## src/rtl/cmutex_merge_n_sync.sv

```systemverilog
// cmutex_merge_n_sync: merges CH pulse-handshake token channels into a single
// downstream pulse-handshake stream through a DEPTH-entry queue. Each channel
// has a one-token holding register. An arbiter (fixed priority or round-robin)
// moves at most one held token per cycle into the queue. A two-state output
// FSM offers the queue head downstream.
module cmutex_merge_n_sync #(
  parameter int CH    = 4,
  parameter int DW    = 1,
  parameter int DEPTH = 4,
  parameter int MODE  = 1
) (
  input  logic                         clk,
  input  logic                         rst,
  input  logic [CH-1:0]                i_drive,
  input  logic [CH*DW-1:0]             i_data,
  output logic [CH-1:0]                o_free,
  output logic                         o_driveNext,
  output logic [DW-1:0]                o_data,
  output logic [$clog2(CH)-1:0]        o_src,
  input  logic                         i_freeNext,
  output logic [$clog2(DEPTH+1)-1:0]   o_count,
  output logic                         o_ovf
);
  localparam int SW = $clog2(CH);
  localparam int CW = $clog2(DEPTH + 1);
  localparam int PW = $clog2(DEPTH);

  typedef enum logic {ST_IDLE, ST_WAIT} state_t;

  logic [CH-1:0]         pending_q, pending_d;
  logic [CH-1:0][DW-1:0] hold_q, hold_d;
  logic [CH-1:0]         drop;
  logic [SW-1:0]         rr_q, rr_d;
  logic [CH-1:0]         free_q, free_d;
  logic                  drv_q, drv_d;
  logic [DW-1:0]         data_q, data_d;
  logic [SW-1:0]         src_q, src_d;
  logic [CW-1:0]         count_q, count_d;
  logic                  ovf_q, ovf_d;
  logic [PW-1:0]         wr_q, wr_d, rd_q, rd_d;
  state_t                state_q, state_d;

  logic                  grant_vld;
  logic [SW-1:0]         grant_idx;
  logic [CH-1:0]         gnt_oh;
  logic                  push, pop;

  // Queue storage; each entry is {source channel, data}.
  logic [SW+DW-1:0]      mem [DEPTH];

  // Arbiter: pick one pending channel, only while the queue has room.
  always_comb begin
    logic [SW-1:0] idx;
    grant_vld = 1'b0;
    grant_idx = '0;
    idx       = '0;
    if (count_q < CW'(DEPTH)) begin
      if (MODE == 0) begin
        // Descending scan so the lowest pending index is the last one written.
        for (int i = CH - 1; i >= 0; i--) begin
          idx = SW'(i);
          if (pending_q[idx]) begin
            grant_vld = 1'b1;
            grant_idx = idx;
          end
        end
      end else begin
        // Offsets CH..1 from the last grant; the smallest offset wins.
        for (int k = CH; k >= 1; k--) begin
          idx = SW'((int'(rr_q) + k) % CH);
          if (pending_q[idx]) begin
            grant_vld = 1'b1;
            grant_idx = idx;
          end
        end
      end
    end
  end

  assign gnt_oh = grant_vld ? (CH'(1) << grant_idx) : '0;

  // Per-channel holding registers. A new token is accepted when the slot is
  // empty or is being emptied by a grant this cycle; otherwise it is dropped.
  for (genvar gi = 0; gi < CH; gi++) begin : g_chan
    logic take;
    assign take          = i_drive[gi] && (!pending_q[gi] || gnt_oh[gi]);
    assign drop[gi]      = i_drive[gi] && pending_q[gi] && !gnt_oh[gi];
    assign pending_d[gi] = take || (pending_q[gi] && !gnt_oh[gi]);
    assign hold_d[gi]    = take ? i_data[gi*DW +: DW] : hold_q[gi];
  end

  assign push = grant_vld;
  assign pop  = (state_q == ST_WAIT) && i_freeNext;

  // Queue pointers, occupancy, output FSM and the sticky overflow flag.
  always_comb begin
    free_d  = gnt_oh;
    rr_d    = grant_vld ? grant_idx : rr_q;
    ovf_d   = ovf_q | (|drop);
    wr_d    = wr_q + PW'(push);
    rd_d    = rd_q + PW'(pop);
    count_d = count_q;
    state_d = state_q;
    drv_d   = 1'b0;
    data_d  = data_q;
    src_d   = src_q;
    case ({push, pop})
      2'b10:   count_d = count_q + CW'(1);
      2'b01:   count_d = count_q - CW'(1);
      default: count_d = count_q;
    endcase
    case (state_q)
      ST_IDLE: begin
        // Head is loaded here and held unchanged for the whole WAIT.
        if (count_q != '0) begin
          state_d         = ST_WAIT;
          drv_d           = 1'b1;
          {src_d, data_d} = mem[rd_q];
        end
      end
      ST_WAIT: begin
        if (i_freeNext) state_d = ST_IDLE;
      end
      default: state_d = ST_IDLE;
    endcase
  end

  // State registers.
  always_ff @(posedge clk or posedge rst) begin
    if (rst) begin
      pending_q <= '0;
      hold_q    <= '0;
      rr_q      <= SW'(CH - 1);
      free_q    <= '0;
      drv_q     <= 1'b0;
      data_q    <= '0;
      src_q     <= '0;
      count_q   <= '0;
      ovf_q     <= 1'b0;
      wr_q      <= '0;
      rd_q      <= '0;
      state_q   <= ST_IDLE;
    end else begin
      pending_q <= pending_d;
      hold_q    <= hold_d;
      rr_q      <= rr_d;
      free_q    <= free_d;
      drv_q     <= drv_d;
      data_q    <= data_d;
      src_q     <= src_d;
      count_q   <= count_d;
      ovf_q     <= ovf_d;
      wr_q      <= wr_d;
      rd_q      <= rd_d;
      state_q   <= state_d;
    end
  end

  // Queue write; contents need no reset since occupancy gates every read.
  always_ff @(posedge clk) begin
    if (push) mem[wr_q] <= {grant_idx, hold_q[grant_idx]};
  end

  assign o_free      = free_q;
  assign o_driveNext = drv_q;
  assign o_data      = data_q;
  assign o_src       = src_q;
  assign o_count     = count_q;
  assign o_ovf       = ovf_q;
endmodule

```

## config.mk

```make
export PLATFORM = sky130hd
export DESIGN_NAME = cmutex_merge_n_sync
export DESIGN_NICKNAME = d
export VERILOG_FILES = /design/src/rtl/cmutex_merge_n_sync.sv
export SDC_FILE = /design/constraint.sdc
export NUM_CORES = 1
export LEC_CHECK = 0
export BUFFER_PORTS_ARGS = -buffer_cell sky130_fd_sc_hd__buf_2
export CORE_ASPECT_RATIO = 0.5
export CORE_MARGIN = 5
export CORE_UTILIZATION = 60
export DETAILED_ROUTE_END_ITERATION = 10
export PLACE_DENSITY = 0.92
export SYNTH_ARGS = -nofsm -noshare
export SYNTH_HDL_FRONTEND = slang
export SYNTH_SLANG_ARGS = --single-unit
```

## constraint.sdc

```tcl
create_clock -name clk -period 5.6 [get_ports clk]
set_input_delay 0.28 -clock clk [delete_from_list [all_inputs] [get_ports clk]]
set_output_delay 0.28 -clock clk [all_outputs]
set_load 0.05 [all_outputs]
```

## Yosys cells after proc, flatten, opt, wreduce, memory -nomap -nowiden

Memory sizes are Yosys's and may differ from the RTL's. A register that Yosys moved wholly into a read port is not among the register bits.
Index checks and enable logic that the tools add are counted.

- $add $sub $neg: 8
- Order comparisons: 6
- Eq/ne operators: 2
- Shifts and indexed selects: 1
- Multiplexer cells: 28
- Bitwise logic cells: 2
- Reductions and logical operators: 37

Operators with widths:

| cell | count |
|---|---|
| 1-bit logical AND | 17 |
| 2-bit by 3-bit < comparator with 1-bit output, second input constant | 5 |
| 1-bit two-way mux | 15 |
| 1-bit binary-select mux with 2-bit select | 5 |
| 2-bit two-way mux | 5 |
| 1-bit logical NOT | 8 |
| 1-bit logical OR | 8 |
| 3-bit case mux with 2 select lines | 1 |
| 2-bit by 1-bit adder with 2-bit output | 2 |
| 2-bit by 1-bit adder with 2-bit output, second input constant | 2 |
| 2-bit adder, second input constant | 2 |
| 4-bit two-way mux | 1 |
| 4-bit OR reduction | 1 |
| 1-bit by 2-bit left shift with 4-bit output, first input constant | 1 |
| 3-bit by 1-bit adder with 3-bit output, second input constant | 1 |
| 3-bit < comparator, second input constant | 1 |
| 3-bit nonzero test | 1 |
| 3-bit by 1-bit subtractor with 3-bit output, second input constant | 1 |
| 2-bit by 1-bit == test with 1-bit output, second input constant | 1 |
| 2-bit == test, second input constant | 1 |
| 1-bit case mux with 2 select lines | 1 |
| 2-bit AND reduction | 1 |
| 2-bit nonzero test | 1 |
| 1-bit inverter | 1 |
| 1-bit OR | 1 |

- Register bits after elaboration: 24
- Bits in writable memories: 12
- Bits of input ports: 11
- Output and inout port bits: 12
- Logic and storage cells: 98
- Memories kept: 1

Memories:

| memory | depth | bits a word | rd ports | clocked after memory_dff | wr ports | line | RTL |
|---|---|---|---|---|---|---|---|
| mem | 4 | 3 | 1 | 1 | 1 | 49 | `logic [SW+DW-1:0] mem [DEPTH];` |

## Logic depth before layout (Yosys ltp)

- Word-level depth: 14
- Mapped depth: 8
- Gate-level depth less buffers: 8

## Least setup slack after synthesis

OpenSTA, ideal clock, no wires.

- Kind: reg2reg
- From: reg count_q[2] (netlist: o_count[2])
- To: reg count_q[2] (netlist: o_count[2])
- Library setup time: 0.080 ns
- Data arrival time: 2.151 ns
- Required time: 5.520 ns
- Slack: 3.369 ns
- Stages on the path, launching flop included: 9
- Buffers on the path: 1
- Clock period less this slack: 2.231 ns
- Cells stage by stage: dfrtp_1 -> clkbuf_1 -> a21o_1 -> ha_1 -> inv_1 -> fa_1 -> xor2_1 -> nor2_1 -> xor2_1

- Cells in the longest elaborated chain, start to end: 4

RTL lines:

| element | line | RTL |
|---|---|---|
| start, declared | 38 | `logic [CW-1:0] count_q, count_d;` |
| start signal, assigned | 151 | `count_q <= count_d;` |
| 3-bit < comparator | 57 | `if (count_q < CW'(DEPTH)) begin` |
| 1-bit two-way mux | 57 |  |
| 2-bit by 1-bit == test with 1-bit output / 2-bit == test (equally long branches) | 107 | `case ({push, pop})` |
| 3-bit case mux with 2 select lines / 2-bit nonzero test (equally long branches) | -- |  |

Several ways; a longest one is shown, not always the timed one.
A chain may end at the register's enable or synchronous reset.

## Worst setup path after layout

- From: reg rr_q[0]
- To: reg hold_q[0] in the netlist's numbering

- Cells in the longest elaborated chain, start to end: 12

RTL lines:

| element | line | RTL |
|---|---|---|
| start, declared | 33 | `logic [SW-1:0] rr_q, rr_d;` |
| start signal, assigned | 133 | `rr_q <= SW'(CH - 1);` |
| start signal, assigned | 146 | `rr_q <= rr_d;` |
| 2-bit by 1-bit adder with 2-bit output | 70 | `idx = SW'((int'(rr_q) + k) % CH);` |
| 1-bit binary-select mux with 2-bit select | 71 | `if (pending_q[idx]) begin` |
| 1-bit two-way mux (implied by the code) | 71 |  |
| 2-bit two-way mux (3 in series) | 71 |  |
| 2-bit two-way mux (*) | 71 |  |
| 2-bit two-way mux (*) | 57 |  |
| via grant_idx[1] | 44 | `logic [SW-1:0] grant_idx;` |
| 1-bit by 2-bit left shift with 4-bit output (*) | 80 | `assign gnt_oh = grant_vld ? (CH'(1) << grant_idx) : '0;` |
| 4-bit two-way mux (*) | 80 |  |
| 1-bit logical OR (*) | 86 | `assign take = i_drive[gi] && (!pending_q[gi] \|\| gnt_oh[gi]);` |
| 1-bit logical AND (*) | 86 |  |
| end signal, assigned | 145 | `hold_q <= hold_d;` |
| end, declared | 31 | `logic [CH-1:0][DW-1:0] hold_q, hold_d;` |

The timed path passes the listed nets; every way through them passes the cells marked *. The select of a mux whose other input is x is not followed.

==> impl_metrics.json <==
{
  "rrSetupSlack_ps": 3460,
  "ios": 23,
  "synth_cells": 131,
  "grt_max_degree": 28,
  "clk_transition_reported_paths_ps": 80,
  "path_depth": 7,
  "wire_per_inst_um": 17.1,
  "firstDrtPassIters": 4,
  "nets": 174,
  "cp.required_ps": 5790,
  "dr.first_iter.drc_count": 49,
  "postSynthAreaPerCell_um2": 13.0,
  "grtUsageTotal_pct": 19.8,
  "use_met3_pct": 7.39,
  "synthAdderAreaFrac_pct": 3.37,
  "cts_resized": 0,
  "htree_num_levels": 2,
  "n_antenna_cell": 0,
  "std_cell_rows": 13,
  "port-buffer-count": 22,
  "end_kind": "register",
  "fin_cells": 197,
  "fillerInstances": 162,
  "synth_area_um2": 1710,
  "antenna_found_initial": 0,
  "reg2reg_to": "hold_q[0]",
  "die-area_um2": 4080,
  "synth_top_area_share_pct": 36.6,
  "r2r_cells": 7,
  "worstMarginPinSlew_ps": 993,
  "grt_pass1_wl_mm": 5.78,
  "slowest_delay_ps": 580,
  "drive_above_1_share_pct": 29.4,
  "min_period_ps": 2140,
  "async_flop_share_pct": 69.2,
  "syn2layout_area_growth_pct": 13.9,
  "cts_tree": "done",
  "start_kind": "register",
  "die_width_um": 85.5,
  "viasPerCell": 5.70,
  "yosysTopAreaCell": "dfrtp_1",
  "postCtsSetupRepairBufs": 0,
  "max_freq_ghz": 0.466,
  "clk_latency_ps": 300,
  "final_antenna_net_count": 0,
  "status": "completed",
  "synth-xor-area-share_pct": 2.56,
  "grt_pass1_vias": 1188,
  "slew_viol_final": 0,
  "grt_busiest_layer": "met2",
  "initial_core_util_pct": 64.4,
  "placedCellCount": 189,
  "max_slew_margin_pct": 33.7,
  "gp_congestion": 0.836,
  "finalSetupViolations": 0,
  "crit_slowest_cell": "dfstp_2",
  "synth_compound_area_share_pct": 7.77,
  "hold_class": "input pin to asynchronous set/reset pin",
  "design_area_um2": 1950,
  "ctsRootBufferMaster": "clkbuf_8",
  "grt.met2_usage_pct": 36.6,
  "drv_cap": 0,
  "synth_flop_cell": "dfrtp_1",
  "path_class": "register to register",
  "vias": 1123,
  "ys_ff_latch": 39,
  "r2r-start": "rr_q[0]",
  "yosys.area_share.simple_pct": 12.4,
  "hold_viol": 0,
  "gr-total-overflow": 0,
  "synth_nets": 146,
  "synth_edf_count": 12,
  "place_area_um2": 1860,
  "use_met1_pct": 22.6,
  "yosysSeqAreaShare_pct": 60.8,
  "clock-sinks": 39,
  "critPathBufInv": 1,
  "synthDistinctLibCells": 37,
  "die_h_um": 47.7,
  "fp.coreArea_um2": 2650,
  "ctsHoldBuffers": 0,
  "place_ws_ps": 3460,
  "synth_mux_area_share_pct": 10.8,
  "hpwl_mm": 2.52,
  "final.setup_skew_ps": 8.31,
  "synth_top_family_by_area": "simple AND/OR/NAND/NOR gates",
  "cts_inserted_buffers": 5,
  "ys_top_cells_by_area": "dfrtp_1 37%, edfxtp_1 21%, mux4_2 4.0%, dfstp_2 3.1%, nand2_1 3.1%",
  "finalWirelength_mm": 3.37,
  "cts_buffer_depth": 2,
  "critPathArrivalTime_ps": 2330,
  "path_max_fanout": 9,
  "drc": 0,
  "rsz0062_at_grt": "no",
  "finalCritPeriodShare_pct": 38.3,
  "finalSetupTns_ps": 0,
  "crit_family": "compound AO/OA/AOI/OAI gates",
  "ys.warnings.count": 0,
  "worst_slack_ps": 3460,
  "path_cells": "nand2b_1 > o22ai_1 > a311o_4 > inv_4 > nor3_2 > o21ai_1 > mux2_2"
}
[cells by family (layout without fill, tap and decap cells)]
| family | after synthesis | after routing |
|---|---|---|
| buf+inv | 10 | 39 |
| mux | 13 | 13 |
| flops | 39 | 39 |
| compound gates | 19 | 19 |
| fa+ha+maj | 4 | 4 |
| simple gates | 41 | 41 |
| xor+xnor | 5 | 5 |
[synthesized netlist by cell type (4+ instances only)]
library cell and count:
dfrtp_1 25, nand2_1 14, edfxtp_1 12, inv_1 8, nor2_1 6, nand2b_1 5
nor3_1 5, o21ai_1 5, mux2_2 4, xor2_1 4
[routing by layer]
layer  vias to the layer above  part of all wire, %
met4                         0                  1.0
met2                        34                   51
met3                         4                  4.8
met5                         -                    0
met1                       568                   43
li1                        517                    -
[metrics by stage]
step | utilization [%] | hold slack [ps]
floorplan | - | 331
global placement | 70.2 | 476
detailed placement | 70.2 | 488
CTS | 73.4 | 194
global route | 73.4 | 202
finish | 73.4 | 198
[final cells by class]
cell class | count | area (µm²) | area share, %
clock inverter | 2 | 12.5 | 0.643
sequential | 39 | 1040 | 53.4
tap | 37 | 46.3 | 2.38
clock buffer | 6 | 72.6 | 3.73
timing repair buffer | 22 | 110 | 5.66
multi-input combinational | 82 | 629 | 32.3
inverter | 9 | 36.3 | 1.86
[worst max-delay path by stage]
stage	start	to	slack, ps
4_1_cts	rr_q[0]	mem[0][0]	3430
3_5_place_dp	rr_q[0]	mem[1][0]	3460
5_1_grt	pending_q[1]	mem[1][0]	3220
2_1_floorplan	o_count[2]	o_count[2]	3370
6_report	rr_q[0]	hold_q[0]	3460
3_3_place_gp	rr_q[0]	hold_q[0]	3540
[state kept, by name, summed over array words and instances, names as in the netlist]
name         flops
hold_q           4
mem             12
o_count          3
o_data           1
o_driveNext      1
o_free           4
o_ovf            1
o_src            2
pending_q        4
rd_q             2
rr_q             2
state_q          1
wr_q             2
[placed cells by master, fill, tap and decap left out, types with 5 or more instances in the layout]
master    instances
nor3_1            5
inv_1             8
dfrtp_1          25
nand2b_1          5
o21ai_1           5
clkbuf_8          5
nor2_1            6
edfxtp_1         12
buf_2            22
nand2_1          14
Power is not shown: default switching activity piles up to over one toggle a cycle in this logic, so the estimate is an artifact.
